$ cat config.mk
export PLATFORM = sky130hd
export DESIGN_NAME = fetch_pc
export DESIGN_NICKNAME = d
export VERILOG_FILES = /design/src/rtl/legv8_pkg.sv /design/src/rtl/calc_siguiente_pc.sv /design/src/rtl/fetch_pc.sv
export SDC_FILE = /design/constraint.sdc
export NUM_CORES = 1
export LEC_CHECK = 0
export CAP_MARGIN = 15
export CORE_MARGIN = 4
export CORE_UTILIZATION = 39
export DETAILED_ROUTE_END_ITERATION = 7
export GPL_TIMING_DRIVEN = 0
export MAX_ROUTING_LAYER = met4
export PLACE_DENSITY = 0.82
export RECOVER_POWER = 25
export REMOVE_ABC_BUFFERS = 1
export SYNTH_ARGS = -nofsm -noshare
export SYNTH_HDL_FRONTEND = slang
export SYNTH_SLANG_ARGS = --single-unit
$ cat constraint.sdc
create_clock -name clk -period 4.98 [get_ports clk]
set_input_delay 0.498 -clock clk [delete_from_list [all_inputs] [get_ports clk]]
set_output_delay 0.498 -clock clk [all_outputs]
set_load 0.01 [all_outputs]
$ cat src/rtl/legv8_pkg.sv
// Shared LEGv8 fetch definitions: opcodes, special instruction words, fetch states, default widths.
package legv8_pkg;

    localparam int ANCHO_PC_DEF    = 64;
    localparam int ANCHO_INSTR_DEF = 32;

    localparam logic [5:0]  OP_B       = 6'b000101;
    localparam logic [31:0] INSTR_ZERO = 32'h0000_0000;
    localparam logic [31:0] INSTR_NOP  = 32'hD503_201F;

    typedef enum logic {
        CORRIENDO = 1'b0,
        PARADO    = 1'b1
    } estado_t;

endpackage

$ cat src/rtl/calc_siguiente_pc.sv
// Next-PC selection for fetch: PC+4, predecoded B target, or masked branch redirect.
// The B predecode path exists only when PREDECODE_B_EN is defined.
module calc_siguiente_pc
    import legv8_pkg::*;
#(
    parameter int ANCHO_PC    = ANCHO_PC_DEF,
    parameter int ANCHO_INSTR = ANCHO_INSTR_DEF
) (
    input  logic [ANCHO_PC-1:0]    pc,
    input  logic [ANCHO_INSTR-1:0] instr,
    input  logic                   salto_tomado,
    input  logic [ANCHO_PC-1:0]    salto_destino,
    output logic [ANCHO_PC-1:0]    pc_siguiente,
    output logic                   es_b,
    output logic                   err_alin
);

`ifdef PREDECODE_B_EN
    localparam bit B_EN = 1'b1;
`else
    localparam bit B_EN = 1'b0;
`endif

    logic signed [ANCHO_PC-1:0] desp_b;
    logic        [ANCHO_PC-1:0] pc_mas4;
    logic        [ANCHO_PC-1:0] pc_normal;

    // imm26 is a word offset: sign-extend and scale by 4 in one concatenation
    assign desp_b    = $signed({{(ANCHO_PC-28){instr[25]}}, instr[25:0], 2'b00});
    assign es_b      = B_EN && (instr[31:26] == OP_B);
    assign pc_mas4   = pc + ANCHO_PC'(4);
    assign pc_normal = es_b ? pc + $unsigned(desp_b) : pc_mas4;

    assign pc_siguiente = salto_tomado ? {salto_destino[ANCHO_PC-1:2], 2'b00} : pc_normal;
    assign err_alin     = salto_tomado && (salto_destino[1:0] != 2'b00);

endmodule

$ cat src/rtl/fetch_pc.sv
// LEGv8 instruction-fetch stage: PC register, IF/ID register, halt-on-zero FSM.
// Optional B predecode in fetch is enabled by defining PREDECODE_B_EN.
module fetch_pc
    import legv8_pkg::*;
#(
    parameter int                ANCHO_PC    = ANCHO_PC_DEF,
    parameter int                ANCHO_INSTR = ANCHO_INSTR_DEF,
    parameter logic [ANCHO_PC-1:0] PC_RESET  = '0,
    parameter bit                PARAR_CERO  = 1'b1
) (
    input  logic                   clk,
    input  logic                   reset,
    output logic [ANCHO_PC-1:0]    bus_pc,
    input  logic [ANCHO_INSTR-1:0] bus_instruccion,
    input  logic                   stall,
    input  logic                   flush,
    input  logic                   salto_tomado,
    input  logic [ANCHO_PC-1:0]    salto_destino,
    output logic [ANCHO_PC-1:0]    if_id_pc,
    output logic [ANCHO_INSTR-1:0] if_id_instr,
    output logic                   if_id_valido,
    output logic                   if_id_pred,
    output logic                   err_alin
);

    estado_t               estado;
    logic [ANCHO_PC-1:0]   pc_p0;
    logic [ANCHO_PC-1:0]   pc_siguiente;
    logic                  es_b;
    logic                  err_alin_d;

    assign bus_pc = pc_p0;

    calc_siguiente_pc #(
        .ANCHO_PC    (ANCHO_PC),
        .ANCHO_INSTR (ANCHO_INSTR)
    ) u_calc (
        .pc            (pc_p0),
        .instr         (bus_instruccion),
        .salto_tomado  (salto_tomado),
        .salto_destino (salto_destino),
        .pc_siguiente  (pc_siguiente),
        .es_b          (es_b),
        .err_alin      (err_alin_d)
    );

    // Fetch -> IF/ID boundary; priority: redirect > halted > stall > zero-word halt > fetch
    always_ff @(posedge clk or posedge reset) begin
        if (reset) begin
            estado       <= CORRIENDO;
            pc_p0        <= PC_RESET;
            if_id_pc     <= '0;
            if_id_instr  <= '0;
            if_id_valido <= 1'b0;
            if_id_pred   <= 1'b0;
            err_alin     <= 1'b0;
        end else begin
            err_alin <= err_alin_d;
            if (salto_tomado) begin
                estado       <= CORRIENDO;
                pc_p0        <= pc_siguiente;
                if_id_valido <= 1'b0;
                if_id_pred   <= 1'b0;
            end else if (estado == PARADO) begin
                if_id_valido <= 1'b0;
            end else if (stall) begin
                if (flush)
                    if_id_valido <= 1'b0;
            end else if (PARAR_CERO && (bus_instruccion == ANCHO_INSTR'(INSTR_ZERO))) begin
                estado       <= PARADO;
                if_id_valido <= 1'b0;
                if_id_pred   <= 1'b0;
            end else begin
                pc_p0        <= pc_siguiente;
                if_id_pc     <= pc_p0;
                if_id_instr  <= bus_instruccion;
                if_id_valido <= !flush;
                if_id_pred   <= es_b && !flush;
            end
        end
    end

endmodule

==> key figures <==
Drt
  – Final WL: 24,970 um
  – Routed length on met2: 12,090 um
  – WL met3: 2195 um
  – Iter 0 DRT Violations: 350
  – Uppermost layer routed: met4
  – Via count: 6,831
  – Post-route ant nets: 0
  – Remaining DRCs: 0
  – Wirelength per Cell: 20.38 um
  – Pre-antenna DRT Iters: 5
  – DRT met1 WL: 10,320 um
  – Vias/cell: 5.576

Floorplanning
  – IO Pins: 264
  – Cell row count: 51
  – Die footprint: 0.02204 sq mm
  – Die X-Extent: 148.5 um
  – Initial core utilization: 39.54%
  – Core footprint: 0.01946 sq mm
  – Overall die height: 148.5 um

Run status
  – Failing checks: capacitance limit, slew limit
  – Status: finished, violations left

Clocking
  – CTS resizes: 0
  – Hold_buf cts: 0
  – Clk pin slew, worst setup/hold paths: 0.07 ns
  – CTS tree: done
  – Root Driver: clkbuf_16
  – Max Root-Sink Buffers: 2
  – Worst-skew pair later-pin latency: 0.42 ns
  – Htree depth: 4
  – CTS Buf Count: 17
  – Postcts setup bufs: 0
  – Clock Sinks: 159

Logic synthesis
  – Post-synthesis area per instance: 10.89 sq um
  – EDFF count, synth: 0
  – Yosys cell types: 53
  – Synthesis warning total: 0
  – Async SR Flop Fraction: 100.0%
  – Top_reg_cell synth: dfrtp_1
  – Seq cells post-synth: 159
  – Sequential share of the synthesized area: 51.70%
  – Cells after Synth: 707
  – Cell area after synthesis: 0.007696 sq mm

Finish
  – Final Util: 56.82%
  – Layout cells sized above 1: 8.655%
  – Final net count: 1,048
  – Most frequent cells in the layout: 256 x clkdlybuf4s50_1, 159 x dfrtp_1, 56 x mux2_1
  – Leading cell type in the layout, fill and taps excluded: clkdlybuf4s50_1
  – Non-filler cells, final: 1,225
  – Area grow syn2layout: 43.70%

Setup path
  – Worst path required time: 5.28 ns
  – Worst setup EP type: register
  – Critical path launch point type: input port
  – CP Class: in2reg
  – Worst path arrival time: 5.00 ns
  – Worst Path Max Fanout: 60

Placement
  – Placed Cells: 1,191
  – RePlAce Congestion: 0.8105
  – Hpwl dp: 17,940 um
  – Setup Slack @ Placement: -0.2222 ns
  – Port bufs: 258

STA
  – Clk_skew: 0.008744 ns
  – Setup violators final: 0
  – Worst hold margin: 0.4894 ns
  – Final Cycle Share: 94.34%
  – Final WS setup: 0.2820 ns
  – RSZ-0062 raised after global routing: no
  – Fin. max-slew vios: 57
  – Final hold violation count: 0
  – Worst slew pin tran: 2.533 ns
  – Top achievable clock speed: 0.2129 GHz
  – Final min period: 4.698 ns
  – Slew headroom: -69.82%

Global routing
  – Vias in the first global route: 6,994
  – Largest net degree at the start of global routing: 105
  – Gr ovfl total: 0
  – Initial antenna violation count: 1
  – First-pass GRT wire length: 38,900 um
  – GRT Overall Usage: 23.17%

Hold path
  – Hold WC Path Type: reg2reg

Pwr
  – Power Total: 0.003767 W
  – Cell Pwr Density: 340.6 mW/mm^2
  – LEAKAGE: 4.216 nW
  – VDD IR max: 0.2272 mV

Run
  – Max_cap viols: 1
-- synthesized netlist by cell type, types with 4 or more instances --
library cell | number | area, sq um
a2111oi_0 | 4 | 35.03
a31oi_1 | 23 | 143.9
and2_1 | 4 | 25.02
and3_1 | 6 | 37.54
and4_1 | 9 | 78.83
buf_2 | 6 | 30.03
buf_4 | 11 | 82.58
clkbuf_1 | 27 | 101.4
dfrtp_1 | 159 | 3979
inv_1 | 15 | 56.30
mux2_1 | 56 | 630.6
mux2_2 | 33 | 371.6
nand2_1 | 47 | 176.4
nand2b_1 | 4 | 25.02
nand3_1 | 36 | 180.2
nand4_1 | 31 | 193.9
nor2_1 | 36 | 135.1
nor3_1 | 9 | 45.04
nor4_1 | 14 | 87.58
o2111ai_1 | 9 | 78.83
o211ai_1 | 18 | 135.1
o21ai_0 | 31 | 155.2
o21ai_1 | 11 | 55.05
o31ai_1 | 12 | 90.09
or3_1 | 10 | 62.56
or4_1 | 26 | 195.2
xnor2_1 | 10 | 87.58
xor2_1 | 9 | 78.83
-- path summary, 6_finish.rpt --
check	startpoint	to	slack (ns)	depth (start not counted)
worst max-delay path	bus_instruccion[25]	if_id_pc[29]	0.28	7
worst min-delay path	if_id_pc[48]	if_id_pc[48]	0.49	1
worst max register to register	bus_pc[2]	bus_pc[48]	1.59	6
worst min register to register	if_id_pc[48]	if_id_pc[48]	0.49	1
max in group asynchronous	reset	bus_pc[55]	1.26	3
min in group asynchronous	reset	if_id_instr[18]	1.22	2
-- worst max-delay path, cell delays in order --
cell	delay, ns
clkdlybuf4s50_1	0.44
nor4_1	0.58
nand4_1	0.96
o21ai_4	1.10
nand2b_4	0.62
buf_16	0.34
mux2_2	0.38
-- routing by layer --
layer / up-vias / GRT usage [%]
li1: 3151 / -
met1: 3353 / 28.94
met5: - / -
met4: 0 / 5.681
met2: 296 / 37.58
met3: 31 / 6.490
-- cells by family (layout without fill, tap and decap cells) --
family          Yosys count  count (layout)  share of synthesized area [%]
mux                      90              90                          13.15
simple gates            241             241                          17.12
fa+ha+maj                 1               1                         0.1625
buf+inv                  64             312                          3.951
compound gates          132             132                          11.71
xor+xnor                 19              19                          2.162
other cells               1               6                        0.04873
flops                   159             159                          51.70
-- layout make-up --
| type | instances | area, sq um |
|---|---|---|
| well taps | 265 | 331.6 |
| diodes | 1 | 2.502 |
| repair buffers | 264 | 2665 |
| flip-flops and latches | 159 | 3979 |
| fillers | 1668 | 8403 |
| clock inverters | 13 | 118.9 |
| inverters | 16 | 61.31 |
| multi-input cells | 488 | 3458 |
| clock buffers | 19 | 442.9 |
-- registers in the layout, summed over array words and instances, names as in the netlist --
signal,count
if_id_valido,1
estado,1
err_alin,1
bus_pc,62
if_id_instr,32
if_id_pc,62
-- power breakdown --
group          switching (W)  internal, W  total [W]
registers           0.000160      0.00147    0.00163
logic               0.000356     0.000516   0.000872
clock network       0.000591     0.000672    0.00126
total                0.00111      0.00266    0.00377
-- through the flow --
step | cell area [sq um] | setup TNS (ns)
6_report | 11060 | 0
5_1_grt | 11060 | 0
4_1_cts | 11060 | 0
3_5_place_dp | 10500 | -11.25
3_3_place_gp | 10380 | -695.21
2_1_floorplan | 7467 | -37.65
(Power assumes the default switching activity.)
